[src/rtl/pwls_channel_scheduler.sv]
// pwls_channel_scheduler
// Sequences the shared multichannel ALU over NUM_CH channels once per sample
// period and slots host register-file writes into the gaps between sweeps.
// Optional feature macro: PWLS_SCHED_MIDSWEEP_WRITE_EN -- when defined, host
// writes are also accepted on the last step of every channel except the last
// one, inserting a single WRITE cycle before the sweep resumes.
module pwls_channel_scheduler #(
    parameter int NUM_CH     = 4,
    parameter int STEPS      = 8,
    parameter int SAMPLE_DIV = 64,
    localparam int CH_W      = (NUM_CH > 1) ? $clog2(NUM_CH) : 1,
    localparam int ST_W      = (STEPS > 1) ? $clog2(STEPS) : 1,
    localparam int CNT_W     = (SAMPLE_DIV > 1) ? $clog2(SAMPLE_DIV) : 1
) (
    input  logic            clk,
    input  logic            rst_n,
    input  logic            en,
    input  logic            overrun_clr,
    input  logic            wr_valid,
    input  logic [7:0]      wr_addr,
    input  logic [15:0]     wr_data,
    output logic            wr_ready,
    output logic            reg_we,
    output logic [7:0]      reg_waddr,
    output logic [15:0]     reg_wdata,
    output logic [CH_W-1:0] ch_sel,
    output logic [ST_W-1:0] step,
    output logic            alu_en,
    output logic            acc_clear,
    output logic            out_latch,
    output logic            busy,
    output logic            overrun
);

`ifdef PWLS_SCHED_MIDSWEEP_WRITE_EN
    localparam bit MIDSWEEP_WR = 1'b1;
`else
    localparam bit MIDSWEEP_WR = 1'b0;
`endif

    typedef enum logic [1:0] {
        S_IDLE  = 2'd0,
        S_RUN   = 2'd1,
        S_WRITE = 2'd2
    } state_t;

    localparam logic [CH_W-1:0]  CH_LAST  = CH_W'(NUM_CH - 1);
    localparam logic [ST_W-1:0]  ST_LAST  = ST_W'(STEPS - 1);
    localparam logic [CNT_W-1:0] CNT_LAST = CNT_W'(SAMPLE_DIV - 1);

    state_t           state_q, state_d;
    logic [CH_W-1:0]  ch_q, ch_d;
    logic [ST_W-1:0]  step_q, step_d;
    logic [CNT_W-1:0] cnt_q, cnt_d;
    logic             pending_q, pending_d;
    logic             overrun_q, overrun_d;
    logic             out_latch_q, out_latch_d;
    logic             resume_q, resume_d;
    logic [7:0]       waddr_q, waddr_d;
    logic [15:0]      wdata_q, wdata_d;

    logic tick;
    logic last_step;
    logic last_ch;
    logic mid_slot;
    logic xfer;
    logic consume;

    assign tick      = en && (cnt_q == CNT_LAST);
    assign last_step = (step_q == ST_LAST);
    assign last_ch   = (ch_q == CH_LAST);
    // Channel boundary inside a sweep where a host write may be squeezed in.
    assign mid_slot  = MIDSWEEP_WR && (state_q == S_RUN) && last_step && !last_ch;
    // Gated by rst_n so the handshake reads 0 while reset is held.
    assign wr_ready  = rst_n && (((state_q == S_IDLE) && !pending_q) || mid_slot);
    assign xfer      = wr_valid && wr_ready;

    // Sample timebase, pending-sweep request and sticky overrun flag.
    always_comb begin
        cnt_d = '0;
        if (en) begin
            cnt_d = (cnt_q == CNT_LAST) ? '0 : cnt_q + CNT_W'(1);
        end
        pending_d = pending_q;
        if (tick) begin
            pending_d = 1'b1;
        end else if (consume) begin
            pending_d = 1'b0;
        end
        overrun_d = overrun_q;
        if (tick && pending_q) begin
            overrun_d = 1'b1;
        end else if (overrun_clr) begin
            overrun_d = 1'b0;
        end
    end

    // Sweep/write sequencer next state; pending sweep has priority over writes.
    always_comb begin
        state_d     = state_q;
        ch_d        = ch_q;
        step_d      = step_q;
        resume_d    = resume_q;
        out_latch_d = 1'b0;
        waddr_d     = waddr_q;
        wdata_d     = wdata_q;
        consume     = 1'b0;

        if (xfer) begin
            waddr_d = wr_addr;
            wdata_d = wr_data;
        end

        case (state_q)
            S_IDLE: begin
                ch_d     = '0;
                step_d   = '0;
                resume_d = 1'b0;
                if (pending_q) begin
                    state_d = S_RUN;
                    consume = 1'b1;
                end else if (wr_valid) begin
                    state_d = S_WRITE;
                end
            end
            S_RUN: begin
                if (last_step) begin
                    step_d = '0;
                    if (last_ch) begin
                        state_d     = S_IDLE;
                        ch_d        = '0;
                        out_latch_d = 1'b1;
                    end else begin
                        ch_d = ch_q + CH_W'(1);
                        if (xfer) begin
                            state_d  = S_WRITE;
                            resume_d = 1'b1;
                        end
                    end
                end else begin
                    step_d = step_q + ST_W'(1);
                end
            end
            S_WRITE: begin
                state_d  = resume_q ? S_RUN : S_IDLE;
                resume_d = 1'b0;
            end
            default: begin
                state_d = S_IDLE;
            end
        endcase
    end

    // State and datapath registers; reset abandons any sweep or write in flight.
    always_ff @(posedge clk or negedge rst_n) begin
        if (!rst_n) begin
            state_q     <= S_IDLE;
            ch_q        <= '0;
            step_q      <= '0;
            cnt_q       <= '0;
            pending_q   <= 1'b0;
            overrun_q   <= 1'b0;
            out_latch_q <= 1'b0;
            resume_q    <= 1'b0;
            waddr_q     <= '0;
            wdata_q     <= '0;
        end else begin
            state_q     <= state_d;
            ch_q        <= ch_d;
            step_q      <= step_d;
            cnt_q       <= cnt_d;
            pending_q   <= pending_d;
            overrun_q   <= overrun_d;
            out_latch_q <= out_latch_d;
            resume_q    <= resume_d;
            waddr_q     <= waddr_d;
            wdata_q     <= wdata_d;
        end
    end

    // ch_q/step_q keep the resume point during a mid-sweep WRITE, so mask them.
    assign alu_en    = (state_q == S_RUN);
    assign ch_sel    = alu_en ? ch_q : '0;
    assign step      = alu_en ? step_q : '0;
    assign acc_clear = alu_en && (ch_q == '0) && (step_q == '0);
    assign reg_we    = (state_q == S_WRITE);
    assign busy      = (state_q != S_IDLE);
    assign out_latch = out_latch_q;
    assign overrun   = overrun_q;
    assign reg_waddr = waddr_q;
    assign reg_wdata = wdata_q;

endmodule

[config.mk]
export PLATFORM = sky130hd
export DESIGN_NAME = pwls_channel_scheduler
export DESIGN_NICKNAME = d
export VERILOG_FILES = /design/src/rtl/pwls_channel_scheduler.sv
export SDC_FILE = /design/constraint.sdc
export NUM_CORES = 1
export LEC_CHECK = 0
export ABC_AREA = 1
export CAP_MARGIN = 10
export CORE_ASPECT_RATIO = 0.75
export CORE_MARGIN = 1
export CORE_UTILIZATION = 47
export DETAILED_ROUTE_END_ITERATION = 16
export PLACE_DENSITY = 0.95
export SKIP_CTS_REPAIR_TIMING = 1
export SKIP_LAST_GASP = 1
export SLEW_MARGIN = 20
export SYNTH_ARGS = -nofsm -noshare
export SYNTH_HDL_FRONTEND = slang
export SYNTH_SLANG_ARGS = --single-unit
[constraint.sdc]
create_clock -name clk -period 2.7 [get_ports clk]
set_input_delay 0.54 -clock clk [delete_from_list [all_inputs] [get_ports clk]]
set_output_delay 0.54 -clock clk [all_outputs]
set_load 0.005 [all_outputs]
# [Word-level counts from Yosys, hierarchy flattened]
# Cells that the tools add are included.
[classes] n_mux=29 n_reduce_logical=20 n_addsub=3 eq_ne=10
[ops] operator="$mux W2" count=8
[ops] operator="$mux W1" count=13
[ops] operator="$mux W6" count=2
[ops] operator="$reduce_bool A2 Y1" count=5
[ops] operator="$logic_and A1 B1 Y1" count=7
[ops] operator="$add A6 B1 Y6 const B" count=1
[ops] operator="$eq A6 B6 Y1 const B" count=1
[ops] operator="$mux W3" count=2
[ops] operator="$pmux W2 S3" count=1
[ops] operator="$pmux W3 S2" count=1
[ops] operator="$eq A2 B2 Y1 const B" count=2
[ops] operator="$logic_not A2 Y1" count=2
[ops] operator="$ne A2 B1 Y1 const B" count=2
[ops] operator="$pmux W2 S2" count=1
[ops] operator="$reduce_and A4 Y1" count=1
[ops] operator="$add A3 B1 Y3 const B" count=1
[ops] operator="$eq A3 B3 Y1 const B" count=1
[ops] operator="$logic_not A3 Y1" count=1
[ops] operator="$ne A3 B1 Y1 const B" count=1
[ops] operator="$ne A3 B3 Y1 const B" count=1
[ops] operator="$reduce_and A3 Y1" count=1
[ops] operator="$add A2 B1 Y2 const B" count=1
[ops] operator="$eq A2 B1 Y1 const B" count=1
[ops] operator="$ne A2 B2 Y1 const B" count=1
[ops] operator="4 further kinds" count=4
[word_totals] reg_bits=41 output_inout_bits=36 wordCells=72 inputBits=29

# [Longest topological paths before layout]
[logic_depth] depth_word=8 ltp_mapped=7 depth_no_buf=6

# [Worst setup path after synthesis]
# No wires, ideal clock.
[synth_timing] kind="register to output" start="reg state_q[0]" end="out acc_clear" required_time_ns=2.160 arrival_time_ns=0.874 path_slack_ns=1.286 stages_incl_launch_ff=5 path_cell_list="dfrtp_1 inv_1 nor2_4 inv_1 nor2_1"
[synth_via] elab_chain_cells=3
[synth_rtl] element="start, declared" line="51" source="state_t state_q, state_d;"
[synth_rtl] element="start signal, assigned" line="168" source="state_q <= state_d;"
[synth_rtl] element="$eq A2 B1 Y1" line="182" source="assign alu_en = (state_q == S_RUN);"
[synth_rtl] element="named net alu_en" line="28" source="output logic alu_en,"
[synth_rtl] element="$logic_and A1 B1 Y1 (2 in series)" line="185" source="assign acc_clear = alu_en && (ch_q == '0) && (step_q == '0);"
[synth_rtl] element="end, declared" line="29" source="output logic acc_clear,"
# The timed path passes the listed nets, and every way through them passes these cells.

# [Worst setup path after layout]
[layout_timing] start="reg state_q[0]" end="out step[1]"
[layout_via] elab_chain_cells=2
[layout_rtl] element="$eq A2 B1 Y1" line="182"
[layout_rtl] element="$mux W3" line="184" source="assign step = alu_en ? step_q : '0;"
[layout_rtl] element="end, declared" line="27" source="output logic [ST_W-1:0] step,"
# Every way passes these cells.

==> metrics.csv <==
metric,value,unit
synth_area_leaders,"dfrtp_1, nand2_1, ha_1, inv_1, nor2_1",
maxCapViolCount,0,
place_congestion,0.796,
rrSetupSlack,1.19,ns
rsz0062_at_grt,false,
seq_area,0.00103,sq mm
drive_above_1_share,6.27,%
vdd_drop_max,0.546,mV
yosysTopAreaCellShare,56.9,%
max_stage_delay,0.52,ns
place_ws,0.684,ns
cp.buffers_inverters,3,
start_kind,register,
viasPerCell,4.66,
syn_inst,202,
rr_endpoint,reg_waddr[4]$_DFFE_PN0P_,
status,completed,
crit_type,register to output port,
synth_edf_count,0,
path_clk_slew,0.08,ns
finalWorstSetupSlack,0.363,ns
rows,19,
initial_core_util,49.2,%
grt_pass1_vias,1489,
grt_overflow_total,0,
synthesis.nets,237,
wl,3800,um
synth_flop_cell,dfrtp_1,
post_synth.cell_area_avg,8.93,sq um
synth_area_leader_cell,dfrtp_1,
seq_area_frac_synth,56.9,%
grt_pass1_wl,6490,um
timing.rr.start,state_q[1]$_DFFE_PN0P_,
vias,1505,
cp.required,2.16,ns
netlist_top_cells_count,"nand2_1, dfrtp_1, inv_1",
reg2reg_depth,5,
instances_no_fill,323,
cellPowerDensity,698,mW/mm^2
fin_crit_sh,86.5,%
die_w,73.5,um
arrival,1.80,ns
yosys_warnings,0,
cp-end-kind,output port,
dieHeight,55.6,um
min_period,2.34,ns
finalClockSkew,0.00681,ns
worstMarginPinSlew,0.544,ns
root_buffer,clkbuf_8,
io_buffers,64,
cts.sinks,41,
dr.pass1.iters,4,
cp_slowest_cell,clkdlybuf4s50_1,
htree_levels,2,
cpMostUsedCell,inv_1,
coreArea,0.00366,sq mm
hold_path.class,input pin to async pin,
antenna_found_initial,0,
drt-initial-drc-count,100,
track_usage,21.2,%
cts_buffers,5,
finalSetupTns,0,ns
cts_tree,done,
crit_path_max_fanout,7,
wl_per_cell,11.7,um
dieArea,0.00409,sq mm
critPathTopFamily,buffers and inverters,
grt_start_max_net_pins,42,
diodes,0,
ant_nets,0,
fmax,428,MHz
drc,0,
synthArstFlopShare,100,%
setup_violations,0,
nFillCells,316,
nets,305,
crit_chain,"inv_1, nor2_4, inv_1, nor2_1, clkdlybuf4s50_1",
finalHoldViolations,0,
io_pins,65,
syn_to_final_growth,43.2,%
maxSlewHeadroom,63.6,%
dpl.hpwl,2740,um
yosysMostFrequentCell,nand2_1,
ys_ff_latch,41,
place_inst,315,
clockBufferDepth,2,
clk_latency,0.30,ns
ys_types,18,
p_leak,1.26,nW
slew_viol_final,0,
synth_area,0.00180,sq mm
multiInputGateArea,657,sq um
## final cells by class
type                    instances  share of cell area (%)
flip-flops and latches         41                    39.7
multi-input cells             137                    25.4
repair buffers                 65                    24.9
clock buffers                   7                    3.34
inverters                      20                    2.91
well taps                      52                    2.52
clock inverters                 1                    1.16
## routing by layer
| metal | global-route usage, % | vias up | wire (um) |
|---|---|---|---|
| met3 | 6.16 | 5 | 243 |
| met4 | 7.42 | 0 | 50 |
| met5 | 0 | - | 0 |
| met2 | 37.4 | 45 | 1850 |
| li1 | - | 749 | - |
| met1 | 24.1 | 706 | 1660 |
## placed cells by master, fill, tap and decap left out, types with 2 or more instances in the layout
master and n:
ha_1 6, dfrtp_1 41, nor2_1 15, nor3_1 2
nand2_2 2, clkbuf_8 6, nor2_4 3, a21oi_1 2
o21ai_0 7, xor2_1 2, nand2_1 86, nand3_1 8
clkdlybuf4s50_1 63, inv_1 19
## cells by family after synthesis
family	after synthesis	synth area share (%)
xor+xnor	3	1.46
compound gates	9	2.50
simple gates	119	28.3
flops	41	56.9
buf+inv	24	6.66
fa+ha+maj	6	4.16
## worst max-delay path by stage
stage | start | depth (start not counted) | end
after floorplan | state_q[0]$_DFFE_PN0P_ | 4 | acc_clear
after global placement | state_q[0]$_DFFE_PN0P_ | 5 | step[1]
after detailed placement | state_q[0]$_DFFE_PN0P_ | 5 | step[1]
after CTS | state_q[0]$_DFFE_PN0P_ | 5 | step[1]
after global routing | state_q[0]$_DFFE_PN0P_ | 5 | step[2]
final | state_q[0]$_DFFE_PN0P_ | 5 | step[1]
## per-stage QoR
stage                     util, %  hold WS, ns  total power (W)  area [sq um]
after floorplan                 -        0.244         0.000982          1800
after global placement       67.4        0.453          0.00129          2470
after detailed placement     67.4        0.457          0.00130          2470
after CTS                    70.5        0.377          0.00182          2580
after global routing         70.5        0.392          0.00191          2580
final                        70.5        0.367          0.00180          2580
## sequential cells by signal, summed over array words and instances (netlist names)
register / count
ch_q: 2
cnt_q: 6
out_latch: 1
overrun: 1
pending_q: 1
reg_waddr: 8
reg_wdata: 16
resume_q: 1
state_q: 2
step_q: 3
## where the power goes
group	switching [W]	internal (W)	leakage, nW
clock	0.000212	0.000301	0.0585
sequential	0.0000742	0.000730	0.532
combinational	0.000190	0.000294	0.675
Power figures use the tool's default switching activity.
